### config.mk
export PLATFORM = sky130hd
export DESIGN_NAME = dldo_switch_ctrl
export DESIGN_NICKNAME = d
export VERILOG_FILES = /design/src/rtl/dldo_switch_ctrl.sv
export SDC_FILE = /design/constraint.sdc
export NUM_CORES = 1
export LEC_CHECK = 0
export BUFFER_PORTS_ARGS = -buffer_cell sky130_fd_sc_hd__buf_2
export CAP_MARGIN = 20
export CORE_ASPECT_RATIO = 2
export CORE_UTILIZATION = 40
export CTS_CLUSTER_SIZE = 20
export DETAILED_ROUTE_END_ITERATION = 16
export GPL_ROUTABILITY_DRIVEN = 0
export SETUP_SLACK_MARGIN = 0.1
export SLEW_MARGIN = 20
export SYNTH_ARGS = -nofsm -noshare
export SYNTH_HDL_FRONTEND = slang
export SYNTH_SLANG_ARGS = --single-unit
### constraint.sdc
create_clock -name clk -period 4.65 [get_ports clk]
set_input_delay 0.6975 -clock clk [delete_from_list [all_inputs] [get_ports clk]]
set_output_delay 0.6975 -clock clk [all_outputs]
set_load 0.01 [all_outputs]
### src/rtl/dldo_switch_ctrl.sv
// Digital LDO power-switch controller: per-mode stepped code updates paced by a
// settle counter, fine-mode limit-cycle detection and steady-state LSB dither.
module dldo_switch_ctrl #(
    parameter int N_SW       = 64,
    parameter int CODE_W     = 7,
    parameter int RESET_CODE = 32,
    parameter int STEP_C     = 8,
    parameter int STEP_M     = 4,
    parameter int STEP_F     = 1,
    parameter int SETTLE     = 2,
    parameter int LC_COUNT   = 4
) (
    input  logic              clk,
    input  logic              rst,
    input  logic              coarse_loop,
    input  logic              medium_loop,
    input  logic              fine_loop,
    input  logic              steady_state,
    input  logic              cmp_up,
    output logic [CODE_W-1:0] sw_code,
    output logic [N_SW-1:0]   sw_therm,
    output logic              sat_hi,
    output logic              sat_lo,
    output logic              lc_detect
);
    localparam int CNT_W = (SETTLE < 1) ? 1 : $clog2(SETTLE + 1);
    localparam int REV_W = (LC_COUNT < 1) ? 1 : $clog2(LC_COUNT + 1);
    localparam logic [CODE_W:0] NSW_X = (CODE_W+1)'(N_SW);

    typedef enum logic [2:0] {M_NONE, M_COARSE, M_MEDIUM, M_FINE, M_STEADY} mode_e;

    mode_e             mode_q, mode_eff;
    logic [CODE_W-1:0] code_q, code_d, lock_q, lock_d, sw_code_q, sw_code_d;
    logic              dither_q, dither_d, dir_q, dir_d, lc_q, lc_d;
    logic [CNT_W-1:0]  cnt_q, cnt_d;
    logic [REV_W-1:0]  rev_q, rev_d;
    logic [N_SW-1:0]   sw_therm_q, sw_therm_d;
    logic              sat_hi_q, sat_hi_d, sat_lo_q, sat_lo_d;
    logic              loop_act, chg, tick;
    logic [CODE_W:0]   step, sum, diff, lsum;

    function automatic logic [N_SW-1:0] therm_of(input logic [CODE_W-1:0] c);
        logic [N_SW-1:0] t;
        for (int i = 0; i < N_SW; i++) t[i] = (i < int'(c));
        return t;
    endfunction

    always_ff @(posedge clk) begin
        if (rst) begin
            mode_q     <= M_NONE;
            code_q     <= CODE_W'(RESET_CODE);
            lock_q     <= '0;
            dither_q   <= 1'b0;
            cnt_q      <= '0;
            dir_q      <= 1'b0;
            rev_q      <= '0;
            lc_q       <= 1'b0;
            sw_code_q  <= CODE_W'(RESET_CODE);
            sw_therm_q <= therm_of(CODE_W'(RESET_CODE));
            sat_hi_q   <= (RESET_CODE == N_SW);
            sat_lo_q   <= (RESET_CODE == 0);
        end else begin
            mode_q     <= mode_eff;
            code_q     <= code_d;
            lock_q     <= lock_d;
            dither_q   <= dither_d;
            cnt_q      <= cnt_d;
            dir_q      <= dir_d;
            rev_q      <= rev_d;
            lc_q       <= lc_d;
            sw_code_q  <= sw_code_d;
            sw_therm_q <= sw_therm_d;
            sat_hi_q   <= sat_hi_d;
            sat_lo_q   <= sat_lo_d;
        end
    end

    always_comb begin
        mode_eff = M_NONE;
        if (coarse_loop)       mode_eff = M_COARSE;
        else if (medium_loop)  mode_eff = M_MEDIUM;
        else if (fine_loop)    mode_eff = M_FINE;
        else if (steady_state) mode_eff = M_STEADY;
    end

    always_comb begin
        code_d   = code_q;
        lock_d   = lock_q;
        dither_d = dither_q;
        cnt_d    = cnt_q;
        dir_d    = dir_q;
        rev_d    = rev_q;
        lc_d     = lc_q;
        loop_act = (mode_eff == M_COARSE) || (mode_eff == M_MEDIUM) || (mode_eff == M_FINE);
        chg      = (mode_eff != mode_q);
        tick     = loop_act && ((cnt_q == '0) || chg);
        case (mode_eff)
            M_COARSE: step = (CODE_W+1)'(STEP_C);
            M_MEDIUM: step = (CODE_W+1)'(STEP_M);
            default:  step = (CODE_W+1)'(STEP_F);
        endcase
        sum  = {1'b0, code_q} + step;
        diff = {1'b0, code_q} - step;
        if (tick) begin
            // A borrow into the extra bit means the subtraction went negative.
            if (cmp_up) code_d = (sum > NSW_X) ? NSW_X[CODE_W-1:0] : sum[CODE_W-1:0];
            else        code_d = diff[CODE_W] ? '0 : diff[CODE_W-1:0];
            cnt_d = CNT_W'(SETTLE);
            if (mode_eff == M_FINE) begin
                if (mode_q == M_FINE) begin
                    if (cmp_up != dir_q)
                        rev_d = (rev_q == REV_W'(LC_COUNT)) ? rev_q : rev_q + 1'b1;
                    else
                        rev_d = '0;
                end
                dir_d = cmp_up;
            end
        end else if (mode_eff == M_STEADY) begin
            if (chg) begin
                lock_d   = code_q;
                dither_d = 1'b0;
                cnt_d    = CNT_W'(SETTLE);
            end else if (cnt_q == '0) begin
                dither_d = ~dither_q;
                cnt_d    = CNT_W'(SETTLE);
            end else begin
                cnt_d = cnt_q - 1'b1;
            end
        end else if (cnt_q != '0) begin
            cnt_d = cnt_q - 1'b1;
        end
        if (mode_eff != M_STEADY) dither_d = 1'b0;
        if (mode_eff == M_FINE) begin
            lc_d = lc_q || (rev_d == REV_W'(LC_COUNT));
        end else begin
            rev_d = '0;
            lc_d  = 1'b0;
        end
    end

    // Outputs are precomputed from next state so they leave the block registered.
    always_comb begin
        lsum = {1'b0, lock_d} + (CODE_W+1)'(dither_d);
        if (mode_eff == M_STEADY) sw_code_d = (lsum > NSW_X) ? NSW_X[CODE_W-1:0] : lsum[CODE_W-1:0];
        else                      sw_code_d = code_d;
        sw_therm_d = therm_of(sw_code_d);
        sat_hi_d   = ({1'b0, sw_code_d} == NSW_X);
        sat_lo_d   = (sw_code_d == '0);
    end

    assign sw_code   = sw_code_q;
    assign sw_therm  = sw_therm_q;
    assign sat_hi    = sat_hi_q;
    assign sat_lo    = sat_lo_q;
    assign lc_detect = lc_q;
endmodule

* Yosys cells after proc, flatten, opt, wreduce, memory -nomap -nowiden
Cells that the tools add are included.
Widths: inputs -> output; s select.
** Storage, ports and cells
- Register bits :: 98
- Input bits :: 7
- Output and inout port bits :: 74
- Logic and storage cells :: 139
** Cells by class
- Add/subtract/negate cells :: 5
- $lt $le $gt $ge :: 66
- Eq/ne operators :: 11
- Muxes and demuxes :: 29
- Bitwise gates (word level) :: 2
- Reductions and logical operators :: 13
** Operators by type and width (count)
- $lt 6x7->1 const A :: 32
- $lt 5x7->1 const A :: 16
- $mux 7 :: 9
- $lt 4x7->1 const A :: 8
- $lt 3x7->1 const A :: 4
- $mux 3 :: 9
- $gt 8x7->1 const B :: 2
- $lt 1x7->1 const A :: 2
- $lt 2x7->1 const A :: 2
- $mux 2 :: 5
- $eq 3x2->1 const B :: 3
- $eq 3x3->1 const B :: 3
- $add 7x1->8 :: 1
- $add 7x8->8 :: 1
- $pmux 4 s2 :: 1
- $sub 7x8->8 :: 1
- $eq 7x7->1 const B :: 1
- $logic_not 7->1 :: 1
- $mux 1 :: 5
- $logic_or 1x1->1 :: 4
- $reduce_bool 2->1 :: 2
- $reduce_or 2->1 :: 2
- $add 3x1->3 const B :: 1
- $eq 3x1->1 const B :: 1
- 9 further kinds :: 10

* Logic depth before layout (Yosys ltp)
Gate-level depths: netlist (run 1).
- Word-level depth :: 15
- Gate-level depth with buffers :: 21
- Gate-level depth less buffers :: 16

* Least setup slack after synthesis (run 1)
Ideal clock, no wire load.
- Path type :: input port to flip-flop
- From :: in medium_loop
- To :: reg sw_therm_q[57] (netlist: sw_therm[57])
- Setup time :: 133 ps
- Arrival :: 4787 ps
- Required time :: 4517 ps
- Slack :: -270 ps
- Stages :: 18
- Path buffers :: 4
- Path through :: buf_2 -> nor3_1 -> nand2_1 -> nor3_2 -> buf_6 -> buf_2 -> mux2_2 -> ha_1 -> ha_1 -> or2_2 -> nor4_1 -> mux2i_1 -> a221oi_2 -> nor3_2 -> o22a_1 -> buf_2 -> nor3_2 -> a21oi_1
** On the way
- Elaborated cells on any way between the ends :: 32
- Those cells by class :: 3 x add/sub; 3 x order compare; 6 x eq/ne; 16 x mux; 4 x reduce/logical
** RTL lines
- start: declaration :: RTL line 16 : input logic medium_loop,
- $mux 3 * :: RTL line 81 : else if (medium_loop) mode_eff = M_MEDIUM;
- $mux 3 * :: RTL line 80 : if (coarse_loop) mode_eff = M_COARSE;
- $eq 3x1->1 / $eq 3x2->1 (equally long branches) :: RTL line 94 : loop_act = (mode_eff == M_COARSE) || (mode_eff == M_MEDIUM) || (mode_eff == M_FINE);
- $logic_or 1x1->1 (2 in a row) :: RTL line 94
- $logic_and 1x1->1 :: RTL line 96 : tick = loop_act && ((cnt_q == '0) || chg);
- $mux 7 * :: RTL line 104 : if (tick) begin
- net lock_d[0] :: RTL line 33 : logic [CODE_W-1:0] code_q, code_d, lock_q, lock_d, sw_code_q, sw_code_d;
- $add 7x1->8 * :: RTL line 143 : lsum = {1'b0, lock_d} + (CODE_W+1)'(dither_d);
- $gt 8x7->1 :: RTL line 144 : if (mode_eff == M_STEADY) sw_code_d = (lsum > NSW_X) ? NSW_X[CODE_W-1:0] : lsum[CODE_W-1:0];
- $mux 7 * (2 in a row) :: RTL line 144
- $lt 6x7->1 * :: RTL line 44 : for (int i = 0; i < N_SW; i++) t[i] = (i < int'(c));
- end signal: assignment :: RTL line 59 : sw_therm_q <= therm_of(CODE_W'(RESET_CODE));
- end signal: assignment :: RTL line 72 : sw_therm_q <= sw_therm_d;
- end: declaration :: RTL line 37 : logic [N_SW-1:0] sw_therm_q, sw_therm_d;
The timed path passes the listed nets; every way through them passes the cells marked *.
A chain may end at the register's enable or synchronous reset.

* Worst setup path after layout (run 1)
- From :: in fine_loop
- To :: reg sw_therm_q[51] (netlist: sw_therm[51])
** On the way
- Elaborated cells on any way between the ends :: 33
- Those cells by class :: 3 x add/sub; 3 x order compare; 6 x eq/ne; 17 x mux; 4 x reduce/logical
** RTL lines
- start: declaration :: RTL line 17 : input logic fine_loop,
- $mux 3 * :: RTL line 82 : else if (fine_loop) mode_eff = M_FINE;
- $mux 3 * :: RTL line 81
- $mux 3 * :: RTL line 80
- $eq 3x1->1 / $eq 3x2->1 (equally long branches) :: RTL line 94
- $logic_or 1x1->1 (2 in a row) :: RTL line 94
- $logic_and 1x1->1 :: RTL line 96
- $mux 7 * :: RTL line 104
- net lock_d[0] :: RTL line 33
- $add 7x1->8 * :: RTL line 143
- $gt 8x7->1 :: RTL line 144
- $mux 7 * (2 in a row) :: RTL line 144
- $lt 6x7->1 * :: RTL line 44
Marks and branches as above.

==> impl_metrics.py, run 1 <==
metrics = {
    "finish": {
        "multi_input_area_sq_um": 2150,
        "drive_gt1_share_pct": 26.3,
        "fill_cells": 1017,
        "syn_to_final_growth_pct": 22.5,
        "fin_nets": 583,
        "seq_area_sq_um": 1940,
        "antennaDiodeCount": 0,
    },
    "yosys": {
        "synth_edf_count": 0,
        "yosysSeqAreaShare_pct": 45.4,
        "synthTopCellsByArea": "dfxtp_1 (45%), a21oi_1 (4.6%), nor2_1 (4.3%)",
        "syn_nets": 495,
        "synth-seq-cells": 97,
        "syn_area_sq_um": 4270,
        "ys_warn_count": 0,
        "post-synth-top-area-cell": "dfxtp_1",
        "ys_top_cells_by_count": "dfxtp_1 (97), nor2_1 (49), a21oi_1 (39), nand2_1 (31), o21ai_0 (28)",
        "synth.avg_cell_area_sq_um": 9.01,
        "syn_inst": 474,
        "synth_flop_cell": "dfxtp_1",
        "synth.distinct_cells": 68,
        "synth_top_area_share_pct": 45.4,
        "synth.most_common_cell": "dfxtp_1",
        "async_flop_share_pct": 0,
    },
    "power": {
        "leakagePower_nw": 2.19,
        "vdd_drop_max_mv": 0.226,
        "p_total_w": 0.00240,
        "power.density_nw_per_um2": 459,
    },
    "clocking": {
        "clk_latency_ns": 0.35,
        "clockRootBuffer": "clkbuf_16",
        "cts_made_buffers": 9,
        "tritoncts": "done",
        "clkSinkCount": 97,
        "clockBufferDepth": 2,
        "path_clk_slew_ns": 0.07,
        "cts_hold_buf": 0,
        "ctsHtreeMaxLevel": 3,
    },
    "detailed_routing": {
        "wl_per_cell_um": 16.5,
        "viasPerCell": 5.41,
        "num_vias": 3809,
        "ant_nets": 0,
        "firstDrtPassIters": 5,
        "drc": 0,
        "drt-total-wl_um": 11600,
        "drt-initial-drc-count": 170,
    },
    "min_path": {
        "hp-class": "reg -> reg",
    },
    "grt": {
        "grt_overflow": 0,
        "grt_use_total_pct": 23.1,
        "grt_pass1_vias": 3891,
        "antenna_found_initial": 0,
        "grt_max_degree": 34,
        "grt_pass1_wl_um": 19100,
    },
    "die": {
        "coreArea_sq_um": 10500,
        "die_h_um": 148,
        "initial_core_util_pct": 40.8,
        "die_x_um": 75.1,
        "fp-row-count": 53,
        "ioPinCount": 81,
        "die_area_sq_um": 11100,
    },
    "sta": {
        "setup_viol": 0,
        "drv_slew": 0,
        "worst_slew_pin_slew_ns": 0.650,
        "slew_headroom_pct": 56.6,
        "period_share_pct": 90.5,
        "hold_viol": 0,
        "grt_setup_unrepaired": "no",
        "skew_ns": 0.00882,
        "timing.fmax_ghz": 0.238,
        "fin_tns_setup_ns": 0,
        "min_period_ns": 4.21,
    },
    "worst_setup_path": {
        "cp.required_ns": 4.87,
        "critical-path-slowest-cell": "or3_1",
        "start_kind": "input port",
        "worstSetupPathType": "in -> reg",
        "crit_fanout": 10,
        "critPathCaptureType": "register",
        "cp_cell_sequence": "buf_2, or3_1, a2111oi_4, nor3_4, mux2_2, ha_2, ha_1, or2_4, nor4_1, mux2i_1, a221oi_2, nor3_2, o22a_2, nor2_1, a21oi_1",
        "crit_arrival_ns": 4.42,
        "slowest_delay_ns": 0.40,
    },
    "placement": {
        "port-buffer-count": 80,
        "hpwlAfterDp_um": 9180,
    },
    "run": {
        "cap_violations": 0,
    },
    "run_status": {
        "status": "completed",
    },
}
-- sequential cells by signal, indices dropped and copies added (netlist names) --
register and cells:
dir_q 1, lc_detect 1, lock_q 7, mode_q 3, sat_hi 1, cnt_q 2, sw_code 7, dither_q 1
rev_q 3, code_q 7, sat_lo 1, sw_therm 63
-- cell usage in the layout, fill, tap and decap left out, types with 3 or more instances in the layout --
cell type  synthesis  routed
ha_1              14      13
mux2i_1           14      14
nor2b_1            6       6
o21a_1             3       3
xor2_1             5       5
a21oi_1           39      39
nor3_2             3       3
or2_2              8       7
xnor2_1            6       6
nand2_1           31      30
a2bb2oi_1          3       3
nand2b_1          10      10
a21o_1             4       4
nand3_1            5       5
clkbuf_16          0       9
nand3b_1           3       3
nor3_1             8       6
or3_1              6       6
nor2_1            49      48
o21ai_0           28      28
and3_1             5       5
nand4_1            3       3
inv_1             25      25
mux2_2             5       5
o31ai_1            4       4
buf_2              7      80
and2_1             7       7
buf_4              2      23
nor4_1             7       7
o22ai_1            3       3
nor4b_1            4       3
a31oi_1            4       4
dfxtp_1           97      97
-- layer usage --
layer | vias to the layer above | GRT usage (%) | wire, um
li1 | 1846 | - | -
met4 | 0 | 12.5 | 433
met1 | 1832 | 20.9 | 3880
met5 | - | 0 | 0
met3 | 31 | 4.34 | 302
met2 | 100 | 44.9 | 7040
-- cell type report --
class	instances	area share (%)
Clock buffer	9	4.30
Clock inverter	7	1.39
Timing Repair Buffer	103	10.9
Multi-Input combinational cell	325	41.1
Inverter	26	1.86
Sequential cell	97	37.1
Tap cell	137	3.28
-- power breakdown --
| group | total [W] | internal [W] | switching, W |
|---|---|---|---|
| sequential | 0.00103 | 0.000966 | 0.0000622 |
| clock | 0.000718 | 0.000378 | 0.000340 |
| combinational | 0.000657 | 0.000258 | 0.000399 |
-- critical path: cells and delay by family --
kind | cells | cell delay (ns)
AO/OA/AOI/OAI | 4 | 1.17
adder cells (fa/ha/maj) | 2 | 0.54
buffers and inverters | 1 | 0.11
multiplexers | 2 | 0.43
AND/OR/NAND/NOR | 6 | 1.47
-- path summary, 6_finish.rpt --
path	startpoint	end	slack, ns	cells past startpoint
max reg2reg	mode_q[1]	sw_therm[51]	0.50	14
min reg2reg	lc_detect	lc_detect	0.47	2
min	lc_detect	lc_detect	0.47	2
max	fine_loop	sw_therm[51]	0.44	15
-- metrics by stage --
| stage | cell area (sq um) | hold slack [ns] | std cells | worst slack [ns] | util (%) |
|---|---|---|---|---|---|
| 2_1_floorplan | 4320 | 0.481 | 474 | 0.106 | - |
| 4_1_cts | 5230 | 0.483 | 704 | 0.377 | 49.9 |
| 3_3_place_gp | 4930 | 0.476 | 688 | 0.0860 | 47.1 |
| 3_5_place_dp | 4930 | 0.468 | 688 | 0.0372 | 47.1 |
| 6_report | 5230 | 0.471 | 704 | 0.444 | 50.0 |
| 5_1_grt | 5230 | 0.514 | 704 | 0.129 | 50.0 |
-- what timing repair did --
action | 4_1_cts | 5_1_grt
setup endpoints to repair | 0 | 12
endpoints found under the hold margin | 0 | 0
gates resized for setup | 0 | 2
buffers inserted | 0 | 0
-- cells by family (layout without fill, tap and decap cells) --
family,count (synthesis),in the layout,synth area share (%)
AO/OA/AOI/OAI,119,119,18.7
flip-flops,97,97,45.4
multiplexers,20,20,4.95
XOR/XNOR,11,11,2.25
buffers and inverters,52,145,5.12
AND/OR/NAND/NOR,161,161,19.4
adder cells (fa/ha/maj),14,14,4.10
No activity file was read; power rests on OpenSTA's default activity.
==> inputs of run 2 (changes only) <==
--- a/config.mk
+++ b/config.mk
@@ -5,6 +5,7 @@
 export SDC_FILE = /design/constraint.sdc
 export NUM_CORES = 1
 export LEC_CHECK = 0
+export ABC_AREA = 1
 export BUFFER_PORTS_ARGS = -buffer_cell sky130_fd_sc_hd__buf_2
 export CAP_MARGIN = 20
 export CORE_ASPECT_RATIO = 2
==> run 2 against run 1 <==
Effect of this change:
- sequential cell count unchanged
- die area increased by 5.8%
- total power increased by 15%
- non-clock buffer count decreased by 21
- largest cell class unchanged
- global-route usage decreased by 2.8 points
- first-iteration DRC count decreased by 24%
- worst hold slack got worse by 0.00093 ns
- routed wire length decreased by 3.6%
- via count increased by 1.7%
- highest routed layer unchanged
==> impl_metrics.py, run 2 <==
metrics = {
    "worst_setup_path": {
        "cp.required_ns": 4.89,
        "critPathCaptureType": "register",
        "crit_arrival_ns": 4.13,
        "start_kind": "input port",
        "worstSetupPathType": "in -> reg",
        "critical-path-slowest-cell": "nor2_4",
        "slowest_delay_ns": 0.37,
        "crit_fanout": 15,
        "r2r_start": "mode_q[2]",
        "cp-startpoint": "coarse_loop",
        "cp_cell_sequence": "buf_2, inv_2, nand3_4, nand2_2, nand2_2, nand3_4, nand2_4, inv_1, or2_2, o21ai_0, inv_1, ha_1, ha_1, nand2_1, o21ai_0, nand2_1, nor2_1, nand3_1, nand2_2, nand2_2, nand2_4, nor2_4, nand2_2, nor3_1",
        "cpMostUsedCell": "nand2_2",
    },
    "die": {
        "die_x_um": 77.2,
        "ioPinCount": 81,
        "fp-row-count": 54,
        "die_area_sq_um": 11800,
        "coreArea_sq_um": 10900,
        "die_h_um": 152,
        "initial_core_util_pct": 41.4,
    },
    "power": {
        "leakagePower_nw": 2.57,
        "pwr-share-clk_pct": 28.8,
        "power_frac_comb_pct": 32.8,
        "p_int_w": 0.00179,
        "seq_power_share_pct": 38.4,
        "p_sw_w": 0.000970,
        "power.share.switching_pct": 35.2,
        "power.density_nw_per_um2": 514,
        "vdd_drop_max_mv": 0.327,
    },
    "yosys": {
        "synth_simple_gate_area_share_pct": 33.4,
        "post_synth_mux_area_share_pct": 0,
        "syn_area_sq_um": 4530,
        "synthXorXnorAreaFrac_pct": 1.93,
        "synth.distinct_cells": 41,
        "synth_compound_area_share_pct": 9.65,
        "synth_edf_count": 0,
        "synth_flop_cell": "dfxtp_1",
        "post-synth-top-area-cell": "dfxtp_1",
        "yosysSeqAreaShare_pct": 42.9,
        "synth_top_area_share_pct": 42.9,
        "syn_inst": 565,
        "ys_warn_count": 0,
        "synth.avg_cell_area_sq_um": 8.01,
        "async_flop_share_pct": 0,
        "ys_top_cells_by_count": "nand2_1 (115), dfxtp_1 (97), inv_1 (60), nor2_1 (49), nand3_1 (40)",
        "synthTopCellsByArea": "dfxtp_1 (43%), nand2_1 (9.5%), inv_1 (5.0%)",
        "synth.most_common_cell": "nand2_1",
        "synthAdderAreaFrac_pct": 3.87,
        "syn_nets": 586,
        "synth-seq-cells": 97,
        "synth_top_family_by_area": "simple AND/OR/NAND/NOR gates",
    },
    "clocking": {
        "clockRootBuffer": "clkbuf_16",
        "post_cts_buffers": 0,
        "cts_hold_buf": 0,
        "cts_made_buffers": 9,
        "path_clk_slew_ns": 0.06,
        "clkSinkCount": 97,
        "clk_latency_ns": 0.34,
        "tritoncts": "done",
        "cts.repair.resized": 0,
        "ctsHtreeMaxLevel": 3,
        "clockBufferDepth": 2,
    },
    "grt": {
        "grt_use_total_pct": 20.2,
        "grt_overflow": 0,
        "grt_pass1_vias": 3897,
        "grt_pass1_wl_um": 18300,
        "grt_max_degree": 28,
        "antenna_found_initial": 0,
    },
    "sta": {
        "skew_ns": 0.00773,
        "period_share_pct": 83.6,
        "slew_headroom_pct": 73.3,
        "fin_hold_ws_ns": 0.470,
        "drv_slew": 0,
        "worst_slew_pin_slew_ns": 0.399,
        "setup_viol": 0,
        "min_period_ns": 3.89,
        "timing.fmax_ghz": 0.257,
        "grt_setup_unrepaired": "no",
        "hold_viol": 0,
        "fin_tns_setup_ns": 0,
    },
    "finish": {
        "final_util_pct": 49.0,
        "fin_nets": 668,
        "syn_to_final_growth_pct": 18.5,
        "fin_area_sq_um": 5360,
        "final_cell_mix": "nand2_1 (115), dfxtp_1 (97), buf_2 (80), inv_1 (60), nor2_1 (49)",
        "drive_gt1_share_pct": 28.8,
        "antennaDiodeCount": 0,
        "layout_commonest_cell": "nand2_1",
        "fill_cells": 1134,
        "largest_register_ffs": 63,
    },
    "placement": {
        "port-buffer-count": 80,
        "placed_area_sq_um": 5030,
        "hpwlAfterDp_um": 9110,
    },
    "min_path": {
        "min-delay-start": "lc_detect",
        "hp-class": "reg -> reg",
    },
    "run": {
        "cap_violations": 0,
    },
    "detailed_routing": {
        "viasPerCell": 4.89,
        "firstDrtPassIters": 4,
        "drt-total-wl_um": 11200,
        "drc": 0,
        "ant_nets": 0,
        "drt-initial-drc-count": 129,
        "wl_per_cell_um": 14.2,
        "num_vias": 3873,
    },
    "run_status": {
        "status": "completed",
    },
}
## run 2: kinds of logic after synthesis
kind of cell,after synthesis
fa+ha+maj,14
xor+xnor,10
simple gates,287
flops,97
buf+inv,87
compound gates,70
## run 2: critical path, delay by kind of cell
| family | cells | cell delay, ns |
|---|---|---|
| and+or+nand+nor | 16 | 2.37 |
| adders and majority gates | 2 | 0.44 |
| buffers and inverters | 4 | 0.39 |
| AOI/OAI and AO/OA | 2 | 0.21 |
## run 2: cell type report
cell class                      count  area, sq um  share of cell area [%]
Multi-Input combinational cell    381         2210                    41.3
Sequential cell                    97         1940                    36.2
Timing Repair Buffer               82          415                    7.75
Inverter                           76          288                    5.37
Clock buffer                       11          243                    4.53
Tap cell                          140          175                    3.27
Clock inverter                      5         86.3                    1.61
## run 2: power groups by stage
stage               Sequential [W]  Combinational, W  Clock [W]
floorplan                  0.00116          0.000538          0
global placement           0.00108          0.000901          0
detailed placement         0.00108          0.000910          0
CTS                        0.00106          0.000913   0.000812
global route               0.00108          0.000994   0.000853
finish                     0.00106          0.000903   0.000795
## run 2: layer usage
| layer | wire [um] | global-route usage (%) | vias up |
|---|---|---|---|
| li1 | - | - | 1964 |
| met3 | 389 | 3.17 | 40 |
| met2 | 6530 | 40.3 | 112 |
| met5 | 0 | 0 | - |
| met4 | 572 | 12.9 | 0 |
| met1 | 3740 | 17.8 | 1757 |
## run 2: stage by stage
stage          setup slack, ns  std cells  total power, W
5_1_grt                  0.406        792         0.00293
2_1_floorplan             1.04        565         0.00170
4_1_cts                  0.693        792         0.00279
6_report                 0.763        792         0.00276
3_5_place_dp             0.340        776         0.00199
3_3_place_gp             0.419        776         0.00198
## run 2: path summary, 6_finish.rpt
path	depth (start not counted)	slack [ns]	to
setup / recovery	24	0.76	sat_hi
hold / removal	2	0.47	lc_detect
setup reg to reg	21	1.13	sat_hi
hold reg to reg	2	0.47	lc_detect
==> inputs of run 3 (changes only) <==
==> constraint.sdc (replaced) <==
create_clock -name clk -period 3.89 [get_ports clk]
set_input_delay 0.5835 -clock clk [delete_from_list [all_inputs] [get_ports clk]]
set_output_delay 0.5835 -clock clk [all_outputs]
set_load 0.01 [all_outputs]
==> run 3 against run 2 <==
Effect of this change:
- first-iteration DRC count decreased by 5.4%
- count of clock-buffer cells in the layout is 1 lower
- sequential cell count is the same
- non-clock buffer count increased by 19
- combinational power grew 30%
- sequential power up 20%
- critical path type unchanged
- critical path depth did not move
- setup slack got worse by 0.37 ns
- final cell count up 2.4%
- utilization rose by 1.5 points
- via count grew 0.65%
==> impl_metrics.py, run 3 (synthesis gave the netlist of run 2 again) <==
metrics = {
    "die": {
        "initial_core_util_pct": 41.4,
        "die_area_sq_um": 11800,
        "die_x_um": 77.2,
        "ioPinCount": 81,
        "fp-row-count": 54,
        "die_h_um": 152,
        "coreArea_sq_um": 10900,
    },
    "clocking": {
        "cts_made_buffers": 9,
        "cts.repair.resized": 0,
        "cts_hold_buf": 0,
        "clockBufferDepth": 2,
        "tritoncts": "done",
        "post_cts_buffers": 0,
        "ctsHtreeMaxLevel": 3,
        "path_clk_slew_ns": 0.07,
        "clk_latency_ns": 0.34,
        "clockRootBuffer": "clkbuf_16",
        "clkSinkCount": 97,
    },
    "detailed_routing": {
        "wl_per_cell_um": 14.2,
        "ant_nets": 0,
        "drc": 0,
        "drt-initial-drc-count": 122,
        "firstDrtPassIters": 4,
        "drt-total-wl_um": 11500,
        "num_vias": 3898,
        "viasPerCell": 4.81,
    },
    "finish": {
        "layout.cells.non_filler": 811,
        "final_cell_mix": "nand2_1 (115), dfxtp_1 (97), buf_2 (80), inv_1 (60), nor2_1 (49)",
        "syn_to_final_growth_pct": 22.0,
        "layout_commonest_cell": "nand2_1",
        "drive_gt1_share_pct": 31.0,
        "largest_register_ffs": 63,
        "fin_nets": 687,
        "antennaDiodeCount": 0,
    },
    "power": {
        "leakagePower_nw": 2.66,
        "p_int_w": 0.00209,
        "pwr-share-clk_pct": 26.3,
        "power.share.switching_pct": 36.7,
        "power_frac_comb_pct": 35.4,
        "vdd_drop_max_mv": 0.265,
        "power.density_nw_per_um2": 599,
        "p_total_w": 0.00331,
        "seq_power_share_pct": 38.3,
        "p_sw_w": 0.00121,
    },
    "sta": {
        "drv_slew": 0,
        "worst_slew_pin_slew_ns": 0.376,
        "slew_headroom_pct": 74.9,
        "timing.fmax_ghz": 0.286,
        "period_share_pct": 90.0,
        "hold_viol": 0,
        "setup_viol": 0,
        "fin_hold_ws_ns": 0.482,
        "min_period_ns": 3.50,
        "skew_ns": 0.00901,
        "grt_setup_unrepaired": "yes",
    },
    "worst_setup_path": {
        "worstSetupPathType": "in -> reg",
        "crit_arrival_ns": 3.76,
        "critPathCaptureType": "register",
        "start_kind": "input port",
        "path_delay_family": "simple AND/OR/NAND/NOR gates",
        "crit_fanout": 8,
        "critical-path-slowest-cell": "ha_1",
        "cp_num_buf_inv": 5,
        "cp.required_ns": 4.15,
        "cp_cell_sequence": "buf_2, inv_2, nand2_2, nand2_1, nand2_1, inv_2, nand3_4, nand2_4, inv_1, or2_2, o21ai_0, inv_1, ha_1, ha_1, or2_2, a21oi_1, nand2_1, nor2_1, nand3_1, nand2_2, nand2_2, nand2_4, nand3_4, a21oi_1",
        "slowest_delay_ns": 0.30,
    },
    "placement": {
        "hpwlAfterDp_um": 9440,
        "port-buffer-count": 80,
        "placed_cells_incl_taps": 795,
    },
    "grt": {
        "grt_pass1_vias": 4061,
        "grt_overflow": 0,
        "grt_use_total_pct": 21.1,
        "antenna_found_initial": 0,
        "grt_max_degree": 27,
        "grt_pass1_wl_um": 19100,
    },
    "min_path": {
        "hp-class": "reg -> reg",
    },
    "run_status": {
        "status": "completed",
    },
    "run": {
        "cap_violations": 0,
    },
}
==> run 3: path summary, 6_finish.rpt <==
check	end	start	slack, ns	cells past startpoint
setup / recovery	sw_therm[54]	coarse_loop	0.39	24
hold / removal	lc_detect	lc_detect	0.48	2
setup reg to reg	sw_therm[54]	mode_q[2]	0.60	20
hold reg to reg	lc_detect	lc_detect	0.48	2
==> run 3: tightest hold or removal path, cell delays in order, from the launching register on <==
cell and delay [ns]:
dfxtp_1 0.34, nor2_1 0.05, nor2_1 0.07
==> run 3: power groups by stage <==
stage                     Clock, W  Combinational [W]  Sequential, W
after CTS                 0.000884            0.00118        0.00127
after global routing      0.000936            0.00129        0.00129
final                     0.000871            0.00117        0.00127
after global placement           0            0.00117        0.00129
after floorplan                  0           0.000644        0.00138
after detailed placement         0            0.00118        0.00129
==> run 3: routing by layer <==
metal / wire [um] / vias up / share of wire, % / track usage, %
li1: - / 2000 / - / -
met1: 3680 / 1777 / 32 / 17.7
met2: 7050 / 87 / 61 / 43.5
met3: 351 / 34 / 3.1 / 4.07
met4: 433 / 0 / 3.8 / 11.5
met5: 0 / - / 0 / 0
==> run 3: layout make-up <==
type | instances | area, sq um
Tap cell | 140 | 175
Multi-Input combinational cell | 381 | 2220
Fill cell | 1092 | 5420
Inverter | 76 | 288
Timing Repair Buffer | 101 | 596
Clock inverter | 6 | 62.6
Clock buffer | 10 | 239
Sequential cell | 97 | 1940
==> run 3: metrics by stage <==
step	cell area [sq um]	util [%]	setup WS [ns]	setup TNS (ns)
after CTS	5520	50.4	0.273	0
final	5520	50.5	0.390	0
after floorplan	4530	-	0.398	0
after global placement	5210	47.6	-0.0575	-0.0576
after detailed placement	5210	47.6	-0.0866	-0.128
after global routing	5520	50.5	0.0965	0
